<file path="config.mk">
export PLATFORM = sky130hd
export DESIGN_NAME = updown_counter
export DESIGN_NICKNAME = d
export VERILOG_FILES = /design/src/rtl/updown_counter.sv
export SDC_FILE = /design/constraint.sdc
export NUM_CORES = 1
export LEC_CHECK = 0
export CAP_MARGIN = 25
export CORE_AREA = 2 2 39 41
export DETAILED_ROUTE_END_ITERATION = 8
export DIE_AREA = 0 0 41 43
export DONT_BUFFER_PORTS = 1
export PLACE_DENSITY = 0.46
export SLEW_MARGIN = 20
export SYNTH_ARGS = -nofsm -noshare
export SYNTH_HDL_FRONTEND = slang
export SYNTH_SLANG_ARGS = --single-unit
</file>
<file path="constraint.sdc">
create_clock -name clk -period 3.9 [get_ports clk]
set_clock_uncertainty 0.05 [all_clocks]
set_input_delay 0.78 -clock clk [delete_from_list [all_inputs] [get_ports clk]]
set_output_delay 0.78 -clock clk [all_outputs]
set_load 0.05 [all_outputs]
</file>
<file path="src/rtl/updown_counter.sv">
// Prescaled up/down counter with terminal count, sticky overflow/underflow flags and a wrap pulse.
// Define UPDOWN_COUNTER_SATURATE_EN to hold the count at its limit instead of wrapping.
module updown_counter #(
    parameter int unsigned WIDTH     = 4,
    parameter int unsigned MAX_COUNT = (2**WIDTH) - 1,
    parameter int unsigned PRESCALE  = 1
) (
    input  logic             clk,
    input  logic             reset,
    input  logic             enable,
    input  logic             up_down,
    input  logic             load,
    input  logic [WIDTH-1:0] load_value,
    input  logic             flag_clear,
    output logic [WIDTH-1:0] counter_out,
    output logic             overflow_out,
    output logic             underflow_out,
    output logic             wrap_pulse
);

    localparam int unsigned      PW      = (PRESCALE > 1) ? $clog2(PRESCALE) : 1;
    localparam logic [PW-1:0]    PS_LAST = PW'(PRESCALE - 1);
    localparam logic [WIDTH-1:0] MAX_C   = WIDTH'(MAX_COUNT);

    logic [WIDTH-1:0] counter_q, counter_d;
    logic [PW-1:0]    prescale_q, prescale_d;
    logic             ovf_q, ovf_d;
    logic             unf_q, unf_d;
    logic             wrap_q, wrap_d;

    always_ff @(posedge clk) begin
        if (reset) begin
            counter_q  <= '0;
            prescale_q <= '0;
            ovf_q      <= 1'b0;
            unf_q      <= 1'b0;
            wrap_q     <= 1'b0;
        end else begin
            counter_q  <= counter_d;
            prescale_q <= prescale_d;
            ovf_q      <= ovf_d;
            unf_q      <= unf_d;
            wrap_q     <= wrap_d;
        end
    end

    always_comb begin
        counter_d  = counter_q;
        prescale_d = prescale_q;
        // Clear is applied first so a same-cycle event below re-sets its flag.
        ovf_d      = ovf_q & ~flag_clear;
        unf_d      = unf_q & ~flag_clear;
        wrap_d     = 1'b0;

        if (load) begin
            counter_d  = (load_value > MAX_C) ? MAX_C : load_value;
            prescale_d = '0;
        end else if (enable) begin
            if (prescale_q == PS_LAST) begin
                prescale_d = '0;
                if (up_down) begin
                    if (counter_q == MAX_C) begin
                        ovf_d  = 1'b1;
                        wrap_d = 1'b1;
`ifdef UPDOWN_COUNTER_SATURATE_EN
                        counter_d = MAX_C;
`else
                        counter_d = '0;
`endif
                    end else begin
                        counter_d = counter_q + WIDTH'(1);
                    end
                end else begin
                    if (counter_q == '0) begin
                        unf_d  = 1'b1;
                        wrap_d = 1'b1;
`ifdef UPDOWN_COUNTER_SATURATE_EN
                        counter_d = '0;
`else
                        counter_d = MAX_C;
`endif
                    end else begin
                        counter_d = counter_q - WIDTH'(1);
                    end
                end
            end else begin
                prescale_d = prescale_q + PW'(1);
            end
        end
    end

    assign counter_out   = counter_q;
    assign overflow_out  = ovf_q;
    assign underflow_out = unf_q;
    assign wrap_pulse    = wrap_q;

endmodule

</file>
Word-level counts from Yosys, hierarchy flattened:

Index checks and enable logic that the tools add are counted.

* output and inout port bits: 7
* bits in registers: 8
* bits of input ports: 10

* bitwise logic cells: 4
* add/subtract/negate cells: 3
* equal/unequal tests: 2
* multiplexer cells: 21
* reductions and logical operators: 5
* magnitude comparators: 1

Operators with widths (number)
* 4-bit two-way mux: 7
* 1-bit two-way mux: 14
* 4-bit by 1-bit adder with 4-bit output, second input constant: 1
* 4-bit == test, second input constant: 1
* 4-bit greater-than comparator, second input constant: 1
* 4-bit logical NOT: 1
* 4-bit OR reduction: 1
* 4-bit by 1-bit subtractor with 4-bit output, second input constant: 1
* 1-bit AND: 2
* 2-bit != test, second input constant: 1
* 1-bit inverter: 2
* 2-bit AND reduction: 1
* 2-bit nonzero test: 1
* 2-bit OR reduction: 1
* 1-bit adder, second input constant: 1

Logic depth before layout (Yosys ltp):

Gate-level depths: netlist (run 1).

* depth in word-level cells: 7
* depth in mapped cells: 6

Worst setup path before layout (run 1):

No wires, ideal clock.

* path type: flip-flop to flip-flop
* start: register counter_q[0], in the netlist counter_out[0]
* end: register counter_q[3], in the netlist counter_out[3]
* buffers on the path: 0
* setup time: 0.125 ns
* setup slack: 1.950 ns
* arrival: 1.775 ns
* cell stages (with the launch flop): 7
* cell sequence: dfxtp_1 inv_1 ha_1 nor4b_2 a311o_1 a21oi_1 a211oi_2

* cells in the longest elaborated chain, start to end: 6

RTL lines
* start: declaration: line 25 `logic [WIDTH-1:0] counter_q, counter_d;`
* start signal: assignment: line 39 `counter_q <= counter_d;`
* 4-bit by 1-bit subtractor with 4-bit output (tied with other cells): line 83 `counter_d = counter_q - WIDTH'(1);`
* 4-bit two-way mux, on equally long branches: line 74, 62
* 4-bit two-way mux *: line 61 `if (up_down) begin`
* 4-bit two-way mux *: line 59 `if (prescale_q == PS_LAST) begin`
* 4-bit two-way mux *: line 58 `end else if (enable) begin`
* 4-bit two-way mux *: line 55 `if (load) begin`

Mark *: on every way between the ends. The rest lies on a longest branch, timed or not. The select of a mux whose other input is x is not followed.
A chain may end at the register's enable or synchronous reset.

Worst setup path in the final report (run 1):

Ends and elaborated chain as after synthesis.

==> results of run 1 <==
==> metrics by stage <==
stage	cells	util (%)	hold WS (ns)
3_3_place_gp	69	32.8	0.744
4_1_cts	73	34.7	0.540
6_report	73	34.7	0.549
3_5_place_dp	69	32.8	0.750
2_1_floorplan	56	-	0.720
5_1_grt	73	34.7	0.539
==> cells in the mapped netlist (all sizes together), types with 2 or more instances <==
cell type / number / share of area [%]
a21oi: 7 / 7.7
clkbuf: 2 / 1.7
dfxtp: 7 / 31
ha: 2 / 5.5
inv: 6 / 5.0
mux2i: 2 / 4.4
nand2: 2 / 1.7
nor2: 5 / 4.1
nor2b: 3 / 4.1
o21ai: 5 / 5.5
==> cell families after synthesis <==
family / after synthesis / share of synthesized area (%)
and+or+nand+nor: 16 / 20.7
adders and majority gates: 2 / 5.52
xor gates and xnor gates: 2 / 3.87
buffers and inverters: 9 / 9.12
AOI/OAI and AO/OA: 18 / 25.4
DFF: 7 / 30.9
muxes: 2 / 4.42
==> report_power, final <==
part	total (uW)	internal, uW	switching (uW)	leakage (uW)
clock	63.1	38.9	24.2	0.0000150
combinational	27.3	14.6	12.7	0.000108
sequential	96.6	75.6	20.9	0.0000574
total	187	129	57.8	0.000181
==> state kept, by name, indices dropped and copies added (netlist names) <==
| name | cells |
|---|---|
| counter_out | 4 |
| underflow_out | 1 |
| wrap_pulse | 1 |
| overflow_out | 1 |
==> per-layer routing <==
| layer | up-vias | GRT usage (%) |
|---|---|---|
| met5 | - | 0 |
| met4 | 0 | 10.0 |
| met3 | 2 | 4.19 |
| met2 | 10 | 19.4 |
| met1 | 186 | 16.2 |
| li1 | 203 | - |
==> path summary, 6_finish.rpt <==
| check | slack [ns] | depth (start not counted) | to |
|---|---|---|---|
| setup / recovery | 1.79 | 6 | counter_out[3] |
| hold / removal | 0.55 | 1 | counter_out[0] |
| setup reg to reg | 1.79 | 6 | counter_out[3] |
| hold reg to reg | 0.75 | 3 | overflow_out |
==> cell type report <==
cell class                 count  share of cell area, %
clock buffer                   4                   5.47
inverter                       6                   4.69
multi-input combinational     40                   56.5
sequential                     7                   29.2
tap                           16                   4.17
==> impl_results.rst, run 1 <==
.. list-table::
   :header-rows: 1

   * - Metric
     - Value
   * - Worst slew margin
     - between 50% and 60%
   * - List of cells traversed by the critical path
     - inv_1 > ha_1 > nor4b_2 > a311o_1 > a21oi_1 > a211oi_2
   * - Routed metal-1 wire length
     - 401 um
   * - Initial antenna violation count
     - 0
   * - Vias per inst
     - between 5 and 6
   * - Wire per inst
     - between 10 and 15 um
   * - Placement-stage worst setup slack
     - roughly 1.8 ns
   * - Netlist area before placement
     - 453 um2
   * - Total global routing overflow
     - 0
   * - Worst Path Max Fanout
     - 5
   * - Ys Warns
     - 0
   * - Fill cell instance count of the final layout
     - 141
   * - Min-delay worst type
     - in -> reg
   * - Floorplan die area
     - 1760 um2
   * - Max-slew violation count
     - 0
   * - Final critical-path share of the clock period
     - 54.1%
   * - Count of maximum capacitance violations
     - 0
   * - DRT iter0 DRCs
     - 9
   * - Post-detailed-route count of antenna-violating nets
     - 0
   * - Register Area
     - between 100 and 150 um2
   * - Wire length on met3
     - 72 um
   * - Starting utilization of the core area
     - about a third
   * - Result of the run
     - finished clean
   * - Crit path max-delay cell type
     - dfxtp_1
   * - Worst path required time
     - 3.98 ns
   * - Family with the most delay on the worst path
     - flip-flops
   * - Total power consumption of the routed design
     - between 150 and 200 uW
   * - Commonest non-fill, non-tap cells in the layout
     - a21oi_1, dfxtp_1, inv_1
   * - Post-detailed-placement cell area
     - 454 um2
   * - Number of vias in the routed layout
     - approximately 400
   * - Final setup violation count
     - 0
   * - Wire length of the first global-routing pass
     - 1610 um
   * - Depth of the CTS H-tree
     - 1
   * - Leakage power figure
     - 0.000181 uW
   * - Placer congestion estimate
     - approximately 0.74
   * - Worst reg2reg startpoint
     - counter_out[0]
   * - Post-Layout Inst Area
     - 480 um2
   * - Critical path endpoint category
     - flip-flop
   * - CP Data Arrival Time
     - 2.19 ns
   * - Maximum buffer depth of the clock tree
     - 2
   * - Unrepaired setup endpoints after global routing
     - false
   * - Critical Path Source Type
     - flip-flop
   * - Chip height
     - around 43 um
   * - Cell count after synthesis
     - 56
   * - Clock tree from TritonCTS
     - built
   * - Register area share after synthesis
     - 30.9%
   * - Final period demand of the worst path
     - 2.11 ns
   * - Global router's overall resource usage
     - 13.6%
   * - CTS sink cnt
     - 7
   * - Syn avg cell area
     - just over 8 um2
   * - CTS Buf Count
     - 3
   * - Buffers plus inverters on the worst setup path
     - 1
   * - Dominant register cell in the synthesized netlist
     - dfxtp_1
   * - Via count of the first global-routing pass
     - 383
   * - Top Layer Used
     - met4
   * - Final hold violation count
     - 0
   * - Nets
     - 70
   * - Total nets after synthesis
     - 68
   * - Core Box Area
     - 1380 um2
   * - Routed WL
     - 952 um
   * - Number of antenna repair diodes
     - 0
   * - Count of input and output buffers
     - 0
   * - Worst-case setup margin in the final layout
     - about 1.8 ns
   * - Actual transition at the worst max-transition pin
     - 0.732 ns
   * - Worst-path clk slew
     - 0.05 ns
   * - Detailed-routed wire length on met2
     - roughly 470 um
   * - Count of buffers added by post-CTS timing repair for setup
     - 0
   * - Count of unresolved DRC violations after routing
     - 0
   * - Hold wc startpoint
     - reset
   * - Clock insertion delay at the later pin of the skew report
     - 0.24 ns
   * - Standard-cell row count
     - 14
   * - Pin count of the biggest net entering global routing
     - 13
   * - Worst setup startpoint
     - counter_out[0]
   * - Fraction of layout cells with a size suffix above 1
     - 8.77%
   * - Setup TNS
     - 0 ns
   * - Layout overhead on the synthesized area
     - 6.08%
   * - Die Wd
     - 41 um
   * - TritonRoute pass-1 iters
     - 4
   * - Type of the worst setup path
     - reg -> reg
   * - Synth Register Bits
     - 7
   * - Post-synth EDFFs
     - 0
   * - Number of hold buffers added after CTS
     - 0
   * - Maximum cell stage delay along the critical path
     - 0.70 ns
   * - Gates resized, CTS repair
     - 0
   * - Count of distinct cell types in the synthesized netlist
     - 26
   * - FFs w/ async S/R, synth
     - 0%
   * - Clock Tree Root
     - clkbuf_4
   * - PD cells
     - 389 nW/um2
   * - Worst IR drop on VDD
     - 190 uV
   * - Fmax
     - 0.474 GHz
   * - Area of the multi-input gates
     - 272 um2
   * - Io pins
     - 17
Note: power is estimated with default switching activity, not from simulation.
==> run 2: changes to the inputs <==
==> constraint.sdc (replaced) <==
create_clock -name clk -period 2.2 [get_ports clk]
set_clock_uncertainty 0.05 [all_clocks]
set_input_delay 0.44 -clock clk [delete_from_list [all_inputs] [get_ports clk]]
set_output_delay 0.44 -clock clk [all_outputs]
set_load 0.05 [all_outputs]
==> impl_results.rst, run 2 (synthesized netlist as in run 1, its figures left out) <==
.. list-table::
   :header-rows: 1

   * - Metric
     - Value
   * - Die Wd
     - just over 40 um
   * - Min-delay worst type
     - in -> reg
   * - Via count of the first global-routing pass
     - just over 400
   * - Number of vias in the routed layout
     - 405
   * - Worst reg2reg startpoint
     - counter_out[0]
   * - Wire per inst
     - approximately 12 um
   * - Post-detailed-route count of antenna-violating nets
     - 0
   * - Final hold violation count
     - 0
   * - Worst-case setup margin in the final layout
     - around 0.54 ns
   * - Endpoint of the worst hold path
     - counter_out[0]
   * - Io pins
     - 17
   * - Post-detailed-placement cell area
     - slightly below 500 um2
   * - Crit path max-delay cell type
     - dfxtp_1
   * - Commonest non-fill, non-tap cells in the layout
     - a21oi_1, dfxtp_1, inv_1
   * - Actual transition at the worst max-transition pin
     - 0.507 ns
   * - Max-slew violation count
     - 0
   * - List of cells traversed by the critical path
     - inv_1 > ha_1 > nor4b_2 > a311o_1 > a21oi_1 > a211oi_2
   * - Number of hold buffers added after CTS
     - 0
   * - Count of unresolved DRC violations after routing
     - 0
   * - Maximum buffer depth of the clock tree
     - 2
   * - Number of antenna repair diodes
     - 0
   * - Flip-flop count of the largest register, all copies and words added
     - 4
   * - Final period demand of the worst path
     - 1.66 ns
   * - Wire length of the first global-routing pass
     - 1600 um
   * - Placement-stage worst setup slack
     - between 0.5 and 0.6 ns
   * - Clock tree from TritonCTS
     - built
   * - Worst IR drop on VDD
     - 269 uV
   * - Critical path endpoint category
     - flip-flop
   * - Placer congestion estimate
     - 0.687
   * - Result of the run
     - finished clean
   * - TritonRoute pass-1 iters
     - 2
   * - Worst hold path depth
     - 1
   * - Fraction of layout cells with a size suffix above 1
     - 14.8%
   * - Worst-case reg-to-reg path depth
     - 6
   * - Global router's overall resource usage
     - 13.1%
   * - Floorplan die area
     - 1760 um2
   * - Critical Path Source Type
     - flip-flop
   * - Final critical-path share of the clock period
     - 75.5%
   * - Unrepaired setup endpoints after global routing
     - false
   * - CP Data Arrival Time
     - 1.74 ns
   * - Leakage power figure
     - ~0.0002 uW
   * - Worst Path Max Fanout
     - 5
   * - Count of buffers added by post-CTS timing repair for setup
     - 0
   * - Clock network fraction of total power
     - roughly a third
   * - Core Box Area
     - 1380 um2
   * - Initial antenna violation count
     - 0
   * - Pin count of the biggest net entering global routing
     - 13
   * - Type of the worst setup path
     - reg -> reg
   * - Post-Route Utilization
     - 36.9%
   * - Reg-to-reg setup timing slack
     - 0.54 ns
   * - Standard-cell row count
     - 14
   * - Starting utilization of the core area
     - 32.7%
   * - Clock insertion delay at the later pin of the skew report
     - 0.24 ns
   * - Endpoint of the worst-slack reg-to-reg timing path
     - counter_out[3]
   * - Fraction of power spent switching nets
     - between 30% and 40%
   * - CTS Buf Count
     - 3
   * - Clock Tree Root
     - clkbuf_4
   * - Worst slew margin
     - 66.1%
   * - Chip height
     - 43 um
   * - Buffers plus inverters on the worst setup path
     - 1
   * - Gates resized, CTS repair
     - 0
   * - Fmax
     - between 0.6 and 0.7 GHz
   * - Post-Layout Inst Area
     - 510 um2
   * - Net switching power
     - roughly 100 uW
   * - Seq pwr share
     - a little over two fifths
   * - Maximum cell stage delay along the critical path
     - 0.41 ns
   * - Family with the most delay on the worst path
     - compound AO/OA/AOI/OAI gates
   * - Vias per inst
     - 5.26
   * - Worst path required time
     - 2.27 ns
   * - Setup TNS
     - 0 ns
   * - Total global routing overflow
     - 0
   * - Count of maximum capacitance violations
     - 0
   * - Internal Pwr Total
     - 236 uW
   * - Count of input and output buffers
     - 0
   * - Nets
     - 74
   * - Routed WL
     - 927 um
   * - Half-perimeter wire length after placement
     - 756 um
   * - Combinational Power Share
     - roughly a quarter
   * - Worst-path clk slew
     - roughly 0.050 ns
   * - Layout overhead on the synthesized area
     - 12.7%
   * - PD cells
     - 668 nW/um2
   * - Final setup violation count
     - 0
   * - CTS sink cnt
     - 7
   * - Hold wc startpoint
     - reset
   * - Depth of the CTS H-tree
     - 1
   * - DRT iter0 DRCs
     - 7
## run 2: cell types whose count changed in the layout (fill, tap and decap cells not counted)
cell,before,now
buf_4,0,4
## run 2: stage by stage
step / std cells / power (uW) / hold WS [ns]
3_3_place_gp: 73 / 234 / 0.462
4_1_cts: 77 / 347 / 0.204
6_report: 77 / 341 / 0.212
2_1_floorplan: 56 / 221 / 0.459
5_1_grt: 77 / 366 / 0.197
3_5_place_dp: 73 / 232 / 0.465
## run 2: worst max path at each step
| stage | startpoint | to | slack [ns] | cells past startpoint |
|---|---|---|---|---|
| floorplan | counter_out[0] | counter_out[3] | 0.25 | 6 |
| detailed placement | counter_out[0] | counter_out[3] | 0.55 | 6 |
| global placement | counter_out[0] | counter_out[3] | 0.56 | 6 |
| finish | counter_out[0] | counter_out[3] | 0.54 | 6 |
| global route | counter_out[0] | counter_out[3] | 0.42 | 6 |
| CTS | counter_out[0] | counter_out[3] | 0.54 | 6 |
## run 2: area by class of cell
| type | count | area, um2 |
|---|---|---|
| repair buffers | 4 | 30.0 |
| clock buffers | 4 | 26.3 |
| well taps | 16 | 20.0 |
| flip-flops and latches | 7 | 140 |
| multi-input cells | 40 | 272 |
| fillers | 148 | 873 |
| inverters | 6 | 22.5 |
## run 2: metal layers
metal | vias up | track usage, % | share of wire (%)
met4 | 0 | 8.00 | 0
met2 | 9 | 19.1 | 52
met1 | 187 | 15.6 | 40
met5 | - | 0 | 0
li1 | 209 | - | -
met3 | 0 | 4.71 | 7.2
## run 2: power groups by stage
stage               clock, uW  combinational [uW]  sequential [uW]
floorplan                   0                52.0              169
global placement            0                81.0              153
detailed placement          0                80.5              151
CTS                       118                80.9              149
global route              127                88.3              150
finish                    112                80.0              149
